**config.mk**
```make
export PLATFORM = sky130hd
export DESIGN_NAME = sigmoid_pwl_pipe
export DESIGN_NICKNAME = d
export VERILOG_FILES = /design/src/rtl/sigmoid_pwl_pipe.sv
export SDC_FILE = /design/constraint.sdc
export NUM_CORES = 1
export LEC_CHECK = 0
export ABC_AREA = 0
export BUFFER_PORTS_ARGS = -buffer_cell sky130_fd_sc_hd__clkbuf_2
export CAP_MARGIN = 20
export CORE_MARGIN = 2
export CORE_UTILIZATION = 50
export CTS_CLUSTER_DIAMETER = 200
export DETAILED_ROUTE_END_ITERATION = 10
export GPL_TIMING_DRIVEN = 0
export PLACE_DENSITY_LB_ADDON = 0.15
export SYNTH_ARGS = -nofsm -noshare
export SYNTH_HDL_FRONTEND = slang
export SYNTH_SLANG_ARGS = --single-unit
```
**constraint.sdc**
```tcl
create_clock -name clk -period 5.95 [get_ports clk]
set_input_delay 1.785 -clock clk [delete_from_list [all_inputs] [get_ports clk]]
set_output_delay 1.785 -clock clk [all_outputs]
set_load 0.005 [all_outputs]
```
**src/rtl/sigmoid_pwl_pipe.sv**
```systemverilog
// sigmoid_pwl_pipe: 3-stage piecewise-linear sigmoid
// with valid/ready on both sides and bubble collapsing.
module sigmoid_pwl_pipe #(
  parameter int IN_W    = 8,
  parameter int FRAC_IN = 4,
  parameter logic [(2**(IN_W-1-FRAC_IN)+1)*16-1:0] Y_TAB = {
    16'hFFEA, 16'hFFC4, 16'hFF5E,
    16'hFE49, 16'hFB65, 16'hF3DC,
    16'hE17C, 16'hBB27, 16'h8000
  },
  parameter logic [(2**(IN_W-1-FRAC_IN))*16-1:0] D_TAB = {
    16'd38,   16'd102,  16'd277,
    16'd740,  16'd1929, 16'd4704,
    16'd9813, 16'd15143
  }
) (
  input  logic            clk,
  input  logic            rst,
  input  logic            i_in_valid,
  output logic            o_in_ready,
  input  logic [IN_W-1:0] i_x,
  output logic [15:0]     o_y,
  output logic            o_out_valid,
  input  logic            i_out_ready,
  output logic [50:0]     number
);

  localparam int KW  = IN_W - 1 - FRAC_IN;
  localparam int SEG = 2 ** KW;
  localparam int PW  = 16 + FRAC_IN;

  localparam logic [15:0] Y_TOP =
    Y_TAB[SEG*16 +: 16];

  // Transistor cost per cell type.
  localparam int T_DFF = 28;
  localparam int T_FA  = 28;
  localparam int T_HA  = 14;
  localparam int T_XOR = 12;
  localparam int T_MUX = 12;
  localparam int T_AND = 6;

  // Register bits: S1, S2, S3 payloads plus 3 valids.
  localparam int N_FF =
    (2 + KW + FRAC_IN) +
    (2 + KW + 16) +
    16 + 3;

  localparam int N_TR =
    N_FF * T_DFF +
    IN_W * (T_XOR + T_HA) +
    16 * (SEG - 1) * T_MUX +
    16 * SEG * T_MUX +
    16 * FRAC_IN * T_AND +
    (FRAC_IN - 1) * PW * T_FA +
    16 * T_FA +
    16 * T_MUX +
    16 * (T_XOR + T_HA) +
    16 * T_MUX +
    4 * T_AND;

  assign number = 51'(N_TR);

  // Knot and slope tables unpacked for
  // direct indexing by segment number.
  logic [15:0] y_knot  [SEG];
  logic [15:0] d_slope [SEG];

  for (genvar g = 0; g < SEG; g++) begin : g_tab
    assign y_knot[g]  = Y_TAB[g*16 +: 16];
    assign d_slope[g] = D_TAB[g*16 +: 16];
  end

  // Stage registers.
  logic              s1_vld_q;
  logic              s1_neg_q, s1_neg_d;
  logic              s1_sat_q, s1_sat_d;
  logic [KW-1:0]     s1_k_q,   s1_k_d;
  logic [FRAC_IN-1:0] s1_f_q,  s1_f_d;

  logic              s2_vld_q;
  logic              s2_neg_q;
  logic              s2_sat_q;
  logic [KW-1:0]     s2_k_q;
  logic [15:0]       s2_p_q,   s2_p_d;

  logic              s3_vld_q;
  logic [15:0]       s3_y_q,   s3_y_d;

  // Load enables ripple back from the output.
  logic out_xfer;
  logic ld1, ld2, ld3;

  assign out_xfer = s3_vld_q & i_out_ready;
  assign ld3 = ~s3_vld_q | out_xfer;
  assign ld2 = ~s2_vld_q | ld3;
  assign ld1 = ~s1_vld_q | ld2;

  assign o_in_ready  = ld1;
  assign o_out_valid = s3_vld_q;
  assign o_y         = s3_y_q;

  // S1: fold sign, split |x| into segment
  // and fraction; -2^(IN_W-1) saturates.
  logic [IN_W-1:0] x_abs;

  always_comb begin
    s1_neg_d = i_x[IN_W-1];
    x_abs    = s1_neg_d ? -i_x : i_x;
    s1_sat_d = x_abs[IN_W-1];
    s1_k_d   = x_abs[IN_W-2:FRAC_IN];
    s1_f_d   = x_abs[FRAC_IN-1:0];
  end

  // S1 register: capture on input transfer.
  always_ff @(posedge clk or posedge rst) begin
    if (rst) begin
      s1_vld_q <= 1'b0;
      s1_neg_q <= 1'b0;
      s1_sat_q <= 1'b0;
      s1_k_q   <= '0;
      s1_f_q   <= '0;
    end else begin
      if (ld1) s1_vld_q <= i_in_valid;
      if (ld1 && i_in_valid) begin
        s1_neg_q <= s1_neg_d;
        s1_sat_q <= s1_sat_d;
        s1_k_q   <= s1_k_d;
        s1_f_q   <= s1_f_d;
      end
    end
  end

  // S2: slope times fraction, truncated.
  logic [PW-1:0] prod;

  always_comb begin
    prod = {{FRAC_IN{1'b0}}, d_slope[s1_k_q]} *
           {16'b0, s1_f_q};
    s2_p_d = 16'(prod >> FRAC_IN);
  end

  // S2 register: advance when S3 can take it.
  always_ff @(posedge clk or posedge rst) begin
    if (rst) begin
      s2_vld_q <= 1'b0;
      s2_neg_q <= 1'b0;
      s2_sat_q <= 1'b0;
      s2_k_q   <= '0;
      s2_p_q   <= '0;
    end else begin
      if (ld2) s2_vld_q <= s1_vld_q;
      if (ld2 && s1_vld_q) begin
        s2_neg_q <= s1_neg_q;
        s2_sat_q <= s1_sat_q;
        s2_k_q   <= s1_k_q;
        s2_p_q   <= s2_p_d;
      end
    end
  end

  // S3: knot plus offset, mirrored for x < 0.
  logic [15:0] yp;

  always_comb begin
    yp = s2_sat_q ? Y_TOP
                  : y_knot[s2_k_q] + s2_p_q;
    s3_y_d = s2_neg_q ? (~yp + 16'd1) : yp;
  end

  // S3 register: holds o_y until accepted.
  always_ff @(posedge clk or posedge rst) begin
    if (rst) begin
      s3_vld_q <= 1'b0;
      s3_y_q   <= '0;
    end else begin
      if (ld3) s3_vld_q <= s2_vld_q;
      if (ld3 && s2_vld_q) s3_y_q <= s3_y_d;
    end
  end

endmodule
```
==> metrics.md, run 1 <==
| Metric | Value |
|---|---|
| H-Tree Depth | `2` |
| Hold Crit Start | `o_y[4]` |
| Cell repeated most along the worst path | `inv_1` |
| Die Span X | `107.8 um` |
| Worst EP arrival | `5.67 ns` |
| P_sw | `around 1.3 mW` |
| Die ar. | `0.01162 mm^2` |
| Vias in the first global route | `4324` |
| Reg2Reg Depth | `18` |
| Fraction of layout cells with a size suffix above 1 | `15.48%` |
| Fill cells | `965` |
| TritonCTS buffer count | `5` |
| Post-synth cell types | `65` |
| First-pass GRT wire length | `19480 um` |
| CP Cell Sequence | `clkbuf_1 > inv_1 > ha_1 > mux2_2 > and2_1 > fa_1 > inv_1 > fa_1 > inv_1 > ha_1 > nand2_1 > a2111oi_2 > o2111ai_1 > a31oi_2 > a41o_2 > a31oi_2 > nor4bb_1 > or3_1` |
| Syn-to-layout area delta | `11.54%` |
| RSZ-0062 raised after global routing | `no` |
| GRT Overall Usage | `20.56%` |
| Largest net degree at the start of global routing | `34` |
| PostCTS Resize Cnt | `0` |
| CTS tree | `yes` |
| Reg power frac | `19.8%` |
| WP data required | `6.15 ns` |
| CP max FO | `8` |
| Hold EP | `o_y[4]` |
| N_diodes | `0` |
| Slowest CP cell | `fa_1` |
| DP HPWL | `9451 um` |
| Reg-to-Reg End | `s2_p_q[13]` |
| Main combinational cell family by area after synthesis | `simple AND/OR/NAND/NOR gates` |
| Initial DRC count | `198` |
| Combinational group share of total power | `about 70%` |
| Reg2reg start | `s1_k_q[0]` |
| R2R Setup Slk | `0.48 ns` |
| Startpoint Class | `flip-flop` |
| Port Buffers | `28` |
| Finished Core Util | `57.69%` |
| Synth Area in Compound Gates | `15.82%` |
| CORE AREA | `about 0.010 mm^2` |
| Leak | `between 3 and 4 nW` |
| Minimum clock period | `5.470 ns` |
| Final hold viol count | `0` |
| Wire per inst | `13.17 um` |
| Final setup fails | `0` |
| Worst IR Drop VDD | `0.0001585 V` |
| GRT overflow | `0` |
| DR pass1 iterations | `5` |
| Total Nets Final | `814` |
| Vias per cell | `5.151` |
| Mapped cell area | `0.005388 mm^2` |
| Commonest cells after routing, fill and taps aside | `nand2_1 (95), inv_1 (59), buf_4 (51), conb_1 (51), ha_1 (49)` |
| Slew headroom | `between 60% and 70%` |
| Adder-Cell Fraction of Synth Area | `20.30%` |
| Period utilization | `91.93%` |
| Number of remaining DRC errors | `0` |
| Critical path class | `flip-flop to flip-flop` |
| Num Clock Sinks | `48` |
| Rows | `37` |
| Crit path largest cell delay | `0.54 ns` |
| Worst hold slack | `0.4746 ns` |
| Post-synthesis mux area share | `2.787%` |
| FMAX | `between 150 and 200 MHz` |
| CTS Hold Buffers Added | `0` |
| DRT Wirelength | `around 11000 um` |
| CP endpoint kind | `flip-flop` |
| Actual slew at the worst max-slew pin | `between 0.5 and 0.6 ns` |
| Yosys warns | `0` |
| Setup WS post-layout | `0.4804 ns` |
| MaxCap Viol Count | `0` |
| Outcome | `finished, final reports clean` |
| Initial antenna violation count | `0` |
| Avg Inst Size Synth | `8.366 um^2` |
| Sequential area share after synthesis | `22.29%` |
| Syn Inst Count | `~640` |
| Ys flop type | `dfrtp_1` |
| Sw Share | `49.13%` |
| Number of flops mapped to enable cells by yosys | `0` |
| Most common cell after layout, fill and taps aside | `nand2_1` |
| Worst Hold Depth | `2` |
| GP Congestion | `0.8557` |
| Max-slew violation count | `0` |
| Skew final | `0.007020 ns` |
| Internal | `1.338 mW` |
| Initial Utilization | `51.72%` |
| Seq cells post-synth | `48` |
| Max Root-Sink Buffers | `2` |
| Clock-pin slew on the worst setup and hold paths | `0.09 ns` |
| PwrDens | `437.7 mW/mm^2` |
| Insertion delay to the later sink of the worst-skew pair | `0.31 ns` |
| Vias | `4461` |
| Worst Hold Class | `flip-flop to flip-flop` |
| Async SR Flop Fraction | `100.0%` |
| Pre-CTS setup slack | `0.5185 ns` |
| XOR/XNOR Fraction of Synth Area | `between 5 and 6%` |
| Die H | `107.8 um` |
| CTS root buf | `clkbuf_8` |
| Ports | `81` |
| Simple-gate share of the synthesized area | `between 20% and 30%` |
| Setup TNS | `0 ns` |
| Share of power burned in the clock network | `9.3%` |
| Post-route ant nets | `0` |
| Post-CTS setup buffer count | `0` |
## synth_stat cells (all sizes together), types with 5 or more instances
master	count	area, um^2
buf	53	399.1
and2	31	193.9
dfrtp	48	1201
nand3	8	45.04
ha	49	613.1
mux2i	6	60.06
nor2b	11	68.82
mux2	8	90.09
o31ai	6	50.05
nand2	95	356.6
o21ai	48	240.2
or3	6	37.54
fa	24	480.5
inv	60	225.2
a21o	10	75.07
nor2	30	112.6
a21oi	21	105.1
a211o	6	61.31
clkbuf	18	67.56
xor2	14	122.6
xnor2	19	166.4
nor3	5	25.02
nand2b	11	68.82
## critical path, delay by kind of cell (launching register included)
kind | cells | cell delay [ns]
AOI/OAI and AO/OA | 5 | 1.43
adders and majority gates | 4 | 1.77
buffers and inverters | 4 | 0.65
DFF | 1 | 0.42
muxes | 1 | 0.32
and+or+nand+nor | 4 | 0.77
## metal layers
| layer | global-route usage (%) | up-vias | part of all wire [%] |
|---|---|---|---|
| li1 | - | 2218 | - |
| met1 | 28.73 | 2096 | 46 |
| met2 | 32.79 | 127 | 46 |
| met3 | 3.087 | 20 | 5.5 |
| met4 | 6.410 | 0 | 1.9 |
| met5 | 0 | - | 0 |
## state kept, by name, indices dropped and copies added, names as in the netlist
name and cells:
s2_vld_q 1, s2_sat_q 1, s1_f_q 4, s1_sat_q 1
s1_neg_q 1, s2_k_q 3, s2_p_q 15, s1_vld_q 1
s2_neg_q 1, s1_k_q 3, o_y 16, o_out_valid 1
## worst max path at each step
stage / slack, ns / from / to
after floorplan: 1.32 / s1_k_q[0] / s2_p_q[13]
after global placement: 0.62 / s1_k_q[0] / s2_p_q[13]
after detailed placement: 0.52 / s1_k_q[0] / s2_p_q[13]
after CTS: 0.50 / s1_k_q[0] / s2_p_q[13]
after global routing: 0.12 / s1_k_q[0] / s2_p_q[13]
final: 0.48 / s1_k_q[0] / s2_p_q[13]
## per-stage QoR
stage          std cells  total power [mW]  cell area (um^2)
2_1_floorplan        693             1.955              5572
3_3_place_gp         857             2.299              5882
3_5_place_dp         858             2.377              5902
4_1_cts              866             2.636              6010
5_1_grt              866             2.896              6010
6_report             866             2.631              6010
## power by group through the flow
stage | logic (mW) | clock network [mW] | registers, mW
after global routing | 2.09 | 0.265 | 0.536
after global placement | 1.78 | 0 | 0.522
after CTS | 1.86 | 0.250 | 0.522
after detailed placement | 1.85 | 0 | 0.529
after floorplan | 1.44 | 0 | 0.512
final | 1.87 | 0.244 | 0.520
## kinds of logic (layout without fill, tap and decap cells)
| family | count (synthesis) | in the layout |
|---|---|---|
| other | 2 | 51 |
| flip-flops | 48 | 48 |
| adder cells (fa/ha/maj) | 73 | 73 |
| XOR/XNOR | 33 | 33 |
| AND/OR/NAND/NOR | 218 | 218 |
| AO/OA/AOI/OAI | 125 | 125 |
| multiplexers | 14 | 14 |
| buffers and inverters | 131 | 168 |
## layout make-up
| cell class | instances | area, um^2 | area share (%) |
|---|---|---|---|
| Buffer | 71 | 466.7 | 7.766 |
| Timing Repair Buffer | 29 | 160.2 | 2.665 |
| Tap cell | 136 | 170.2 | 2.832 |
| Clock buffer | 6 | 72.57 | 1.208 |
| Clock inverter | 2 | 35.03 | 0.5830 |
| Multi-Input combinational cell | 514 | 3679 | 61.21 |
| Sequential cell | 48 | 1201 | 19.99 |
| Inverter | 60 | 225.2 | 3.748 |
No activity file was read; power rests on OpenSTA's default activity.
==> run 2: changes to the inputs <==
--- a/config.mk
+++ b/config.mk
@@ -8,11 +8,12 @@
 export ABC_AREA = 0
 export BUFFER_PORTS_ARGS = -buffer_cell sky130_fd_sc_hd__clkbuf_2
 export CAP_MARGIN = 20
-export CORE_MARGIN = 2
+export CORE_MARGIN = 5
 export CORE_UTILIZATION = 50
 export CTS_CLUSTER_DIAMETER = 200
 export DETAILED_ROUTE_END_ITERATION = 10
 export GPL_TIMING_DRIVEN = 0
+export MAX_ROUTING_LAYER = met4
 export PLACE_DENSITY_LB_ADDON = 0.15
 export SYNTH_ARGS = -nofsm -noshare
 export SYNTH_HDL_FRONTEND = slang
==> metrics.md, run 2 (synthesized netlist as in run 1, its figures left out) <==
| Metric | Value |
|---|---|
| Outcome | `finished, final reports clean` |
| Die H | `approximately 110 um` |
| Clock-pin slew on the worst setup and hold paths | `0.10 ns` |
| Most common cell after layout, fill and taps aside | `nand2_1` |
| Initial DRC count | `180` |
| Worst EP arrival | `5.47 ns` |
| Post-route ant nets | `0` |
| Finished Core Util | `56.70%` |
| CP startpoint | `s1_k_q[0]` |
| Num Clock Sinks | `48` |
| Slew headroom | `62.37%` |
| Port Buffers | `28` |
| Wire per inst | `12.64 um` |
| Insertion delay to the later sink of the worst-skew pair | `roughly 0.30 ns` |
| CP max FO | `8` |
| CP endpoint kind | `flip-flop` |
| Minimum clock period | `approximately 5.3 ns` |
| Max Root-Sink Buffers | `2` |
| Hold Crit Start | `o_y[4]` |
| WP data required | `6.14 ns` |
| DRT Wirelength | `11000 um` |
| Initial antenna violation count | `0` |
| Vias in the first global route | `4373` |
| PwrDens | `~440 mW/mm^2` |
| H-Tree Depth | `2` |
| First-pass GRT wire length | `19600 um` |
| GRT overflow | `0` |
| Critical path class | `flip-flop to flip-flop` |
| Setup WS post-layout | `about 0.67 ns` |
| Pre-CTS setup slack | `around 0.65 ns` |
| Number of remaining DRC errors | `0` |
| Largest net degree at the start of global routing | `40` |
| Final hold viol count | `0` |
| Vias per cell | `4.929` |
| Setup TNS | `0 ns` |
| N_diodes | `0` |
| Post-CTS setup buffer count | `0` |
| PostCTS Resize Cnt | `0` |
| Die Span X | `roughly 110 um` |
| Commonest cells after routing, fill and taps aside | `nand2_1 (95), inv_1 (59), buf_4 (51), conb_1 (51), ha_1 (49)` |
| CTS tree | `yes` |
| CORE AREA | `0.01070 mm^2` |
| Total Nets Final | `814` |
| CTS Hold Buffers Added | `0` |
| Max-slew violation count | `0` |
| Skew final | `approximately 0.0065 ns` |
| RSZ-0062 raised after global routing | `no` |
| MaxCap Viol Count | `0` |
| Max reg flops | `16` |
| DP HPWL | `9365 um` |
| FMAX | `189.4 MHz` |
| Syn-to-layout area delta | `12.59%` |
| Actual slew at the worst max-slew pin | `0.5626 ns` |
| Worst IR Drop VDD | `a little under 0.0002 V` |
| Ports | `81` |
| GRT Overall Usage | `18.39%` |
| Rows | `38` |
| Startpoint Class | `flip-flop` |
| Final setup fails | `0` |
| Reg2reg start | `s1_k_q[0]` |
| CTS root buf | `clkbuf_8` |
| Initial Utilization | `50.36%` |
| TritonCTS buffer count | `5` |
| Leak | `3.137 nW` |
| Worst Hold Class | `flip-flop to flip-flop` |
| Period utilization | `88.76%` |
| Vias | `between 4000 and 5000` |
| DR pass1 iterations | `4` |
| Fraction of layout cells with a size suffix above 1 | `approximately 16%` |
| Die ar. | `0.01295 mm^2` |
| GP Congestion | `0.8850` |
run 2: changes by cell type in the layout (fill, tap and decap cells not counted):
| cell | change |
|---|---|
| clkinv_2 | -1 |
| bufinv_16 | +2 |
| clkbuf_1 | -1 |
run 2: power by group:
| part | internal (mW) | total (mW) | switching, mW |
|---|---|---|---|
| registers | 0.441 | 0.517 | 0.0761 |
| logic | 0.768 | 1.82 | 1.05 |
| clock network | 0.210 | 0.327 | 0.117 |
| total | 1.42 | 2.66 | 1.24 |
run 2: final cells by class:
class	instances	area [um^2]
Timing Repair Buffer	29	160.2
Buffer	71	466.7
Sequential cell	48	1201
Multi-Input combinational cell	514	3679
Clock buffer	5	68.82
Fill cell	1006	4632
Clock inverter	3	90.09
Tap cell	140	175.2
Inverter	60	225.2
run 2: final timing paths:
kind / endpoint / slack, ns / cells past startpoint
min reg2reg: o_y[4] / 0.47 / 2
max: s2_p_q[13] / 0.67 / 18
min: o_y[4] / 0.47 / 2
min in group asynchronous: s1_neg_q / 1.37 / 2
max reg2reg: s2_p_q[13] / 0.67 / 18
max in group asynchronous: o_y[2] / 4.11 / 3
run 2: layer usage:
metal / routed length [um] / track usage [%]
met5: 0 / -
met4: 48 / 2.454
met3: 435 / 2.175
met2: 5577 / 32.51
met1: 4939 / 23.31
run 2: critical path, stage by stage, from the launching register on:
cell,delay [ns]
dfrtp_1,0.41
clkbuf_1,0.31
inv_1,0.22
ha_1,0.35
mux2_2,0.32
and2_1,0.18
fa_1,0.53
inv_1,0.06
fa_1,0.53
inv_1,0.05
ha_1,0.33
nand2_1,0.08
a2111oi_2,0.33
o2111ai_1,0.23
a31oi_2,0.33
a41o_2,0.29
a31oi_2,0.13
nor4bb_1,0.15
or3_1,0.35
run 2: through the flow:
stage	area (um^2)	hold WS, ns	std cells	power (mW)
2_1_floorplan	5572	0.4460	693	1.955
3_3_place_gp	5887	0.4501	861	2.292
3_5_place_dp	5907	0.4560	862	2.344
4_1_cts	6066	0.4790	870	2.688
5_1_grt	6066	0.5040	870	2.954
6_report	6066	0.4711	870	2.663
==> run 3: changes to the inputs <==
--- a/config.mk
+++ b/config.mk
@@ -14,7 +14,8 @@
 export DETAILED_ROUTE_END_ITERATION = 10
 export GPL_TIMING_DRIVEN = 0
 export MAX_ROUTING_LAYER = met4
-export PLACE_DENSITY_LB_ADDON = 0.15
+export PLACE_DENSITY = 0.75
+export SLEW_MARGIN = 5
 export SYNTH_ARGS = -nofsm -noshare
 export SYNTH_HDL_FRONTEND = slang
 export SYNTH_SLANG_ARGS = --single-unit
==> metrics.md, run 3 (synthesized netlist as in run 1, its figures left out) <==
| Metric | Value |
|---|---|
| Number of remaining DRC errors | `0` |
| Setup TNS | `0 ns` |
| Insertion delay to the later sink of the worst-skew pair | `0.31 ns` |
| CP top delay family | `adder cells` |
| Commonest cells after routing, fill and taps aside | `nand2_1 (95), inv_1 (59), buf_4 (51), conb_1 (51), ha_1 (49)` |
| Initial Utilization | `between 50 and 60%` |
| Crit path largest cell delay | `0.53 ns` |
| Design Power | `~2.5 mW` |
| Die ar. | `0.01295 mm^2` |
| Max reg flops | `16` |
| Slew headroom | `a little under two thirds` |
| RSZ-0062 raised after global routing | `no` |
| Crit path buf inv count | `4` |
| Vias in the first global route | `about 4200` |
| Skew final | `0.008654 ns` |
| FF/Latch Area | `0.001201 mm^2` |
| Rows | `38` |
| CTS tree | `yes` |
| GP Congestion | `0.8860` |
| Max-slew violation count | `0` |
| Worst EP arrival | `5.45 ns` |
| Clock-pin slew on the worst setup and hold paths | `about 0.090 ns` |
| Hold Crit Start | `o_y[4]` |
| Multi-input gate area | `0.003679 mm^2` |
| Combinational group share of total power | `71.5%` |
| Max Root-Sink Buffers | `2` |
| CTS Hold Buffers Added | `0` |
| Initial antenna violation count | `0` |
| Initial DRC count | `241` |
| TritonCTS buffer count | `5` |
| Num Clock Sinks | `48` |
| Worst Hold Depth | `2` |
| First-pass GRT wire length | `18690 um` |
| Critical path class | `flip-flop to flip-flop` |
| CP max FO | `8` |
| Die H | `~110 um` |
| PwrDens | `423.8 mW/mm^2` |
| Largest net degree at the start of global routing | `between 40 and 50` |
| P_sw | `1.238 mW` |
| Total Nets Final | `814` |
| Inst Count DP | `between 800 and 900` |
| DP HPWL | `9274 um` |
| Period utilization | `88.61%` |
| Leak | `roughly 3.1 nW` |
| Vias | `4317` |
| MaxCap Viol Count | `0` |
| Non-filler instance count after layout | `870` |
| PostCTS Resize Cnt | `0` |
| Reg power frac | `roughly a fifth` |
| Post-CTS setup buffer count | `0` |
| DRT Wirelength | `~11000 um` |
| Cell repeated most along the worst path | `inv_1` |
| Port Buffers | `28` |
| Worst IR Drop VDD | `0.0001984 V` |
| Wire per inst | `12.57 um` |
| R2R Setup Slk | `0.68 ns` |
| CTS root buf | `clkbuf_8` |
| Fraction of layout cells with a size suffix above 1 | `15.62%` |
| CP Cell Sequence | `clkbuf_1 > inv_1 > ha_1 > mux2_2 > and2_1 > fa_1 > inv_1 > fa_1 > inv_1 > ha_1 > nand2_1 > a2111oi_2 > o2111ai_1 > a31oi_2 > a41o_2 > a31oi_2 > nor4bb_1 > or3_1` |
| Hold EP | `o_y[4]` |
| WP data required | `6.13 ns` |
| Sw Share | `between 40% and 50%` |
| Share of power burned in the clock network | `between 8 and 9%` |
| Fill cells | `between 900 and 1000` |
| Ports | `81` |
| Die Span X | `~110 um` |
| Outcome | `finished, final reports clean` |
| Reg2Reg Depth | `18` |
| Syn-to-layout area delta | `11.45%` |
| Most common cell after layout, fill and taps aside | `nand2_1` |
| Reg-to-Reg End | `s2_p_q[13]` |
| Final hold viol count | `0` |
| GRT overflow | `0` |
| Actual slew at the worst max-slew pin | `0.5407 ns` |
| Worst Hold Class | `flip-flop to flip-flop` |
| DR pass1 iterations | `4` |
| Post-route ant nets | `0` |
| FMAX | `189.7 MHz` |
| Startpoint Class | `flip-flop` |
| CORE AREA | `0.01070 mm^2` |
| Final setup fails | `0` |
| N_diodes | `0` |
| Slowest CP cell | `fa_1` |
| GRT Overall Usage | `around 18%` |
| Minimum clock period | `roughly 5.3 ns` |
| Vias per cell | `4.962` |
| Internal | `1.306 mW` |
| CP endpoint kind | `flip-flop` |
| H-Tree Depth | `2` |
| Reg2reg start | `s1_k_q[0]` |
-- run 3: changes by cell type in the layout (fill, tap and decap cells not counted) --
cell,before,now
bufinv_16,3,0
clkinvlp_4,0,2
clkbuf_8,5,6
-- run 3: layout make-up --
class | instances | area share, %
Inverter | 60 | 3.751
Timing Repair Buffer | 29 | 2.667
Multi-Input combinational cell | 514 | 61.26
Buffer | 71 | 7.772
Clock buffer | 6 | 1.375
Clock inverter | 2 | 0.2501
Tap cell | 140 | 2.917
Sequential cell | 48 | 20.00
-- run 3: worst max path at each step --
| stage | depth (start not counted) | slack, ns | endpoint | start |
|---|---|---|---|---|
| floorplan | 18 | 1.32 | s2_p_q[13] | s1_k_q[0] |
| global placement | 18 | 0.80 | s2_p_q[13] | s1_k_q[0] |
| detailed placement | 18 | 0.68 | s2_p_q[13] | s1_k_q[0] |
| CTS | 18 | 0.68 | s2_p_q[13] | s1_k_q[0] |
| global route | 18 | 0.47 | s2_p_q[13] | s1_k_q[0] |
| finish | 18 | 0.68 | s2_p_q[13] | s1_k_q[0] |
-- run 3: power by group through the flow --
stage,Combinational [mW],Sequential [mW],Clock [mW]
after floorplan,1.44,0.512,0
after global placement,1.75,0.518,0
after detailed placement,1.81,0.524,0
after CTS,1.82,0.517,0.219
after global routing,2.06,0.532,0.233
final,1.82,0.515,0.211
-- run 3: tightest hold or removal path, delay by kind of cell (launching register included) --
kind	cells	cell delay, ns
flops	1	0.36
simple gates	2	0.10
-- run 3: through the flow --
step           utilization, %  setup slack [ns]  cell area, um^2  hold WS [ns]
2_1_floorplan               -             1.325             5572        0.4460
3_3_place_gp            55.03            0.8008             5887        0.4506
3_5_place_dp            55.22            0.6818             5907        0.4704
4_1_cts                 56.13            0.6813             6005        0.4944
5_1_grt                 56.13            0.4651             6005        0.5149
6_report                56.13            0.6778             6005        0.4823
-- run 3: per-layer routing --
| layer | up-vias | GRT usage [%] | share of wire (%) |
|---|---|---|---|
| met5 | - | - | 0 |
| met4 | 0 | 3.642 | 1.1 |
| met3 | 15 | 1.963 | 3.7 |
| met2 | 87 | 33.18 | 54 |
| met1 | 1992 | 20.52 | 42 |
| li1 | 2223 | - | - |
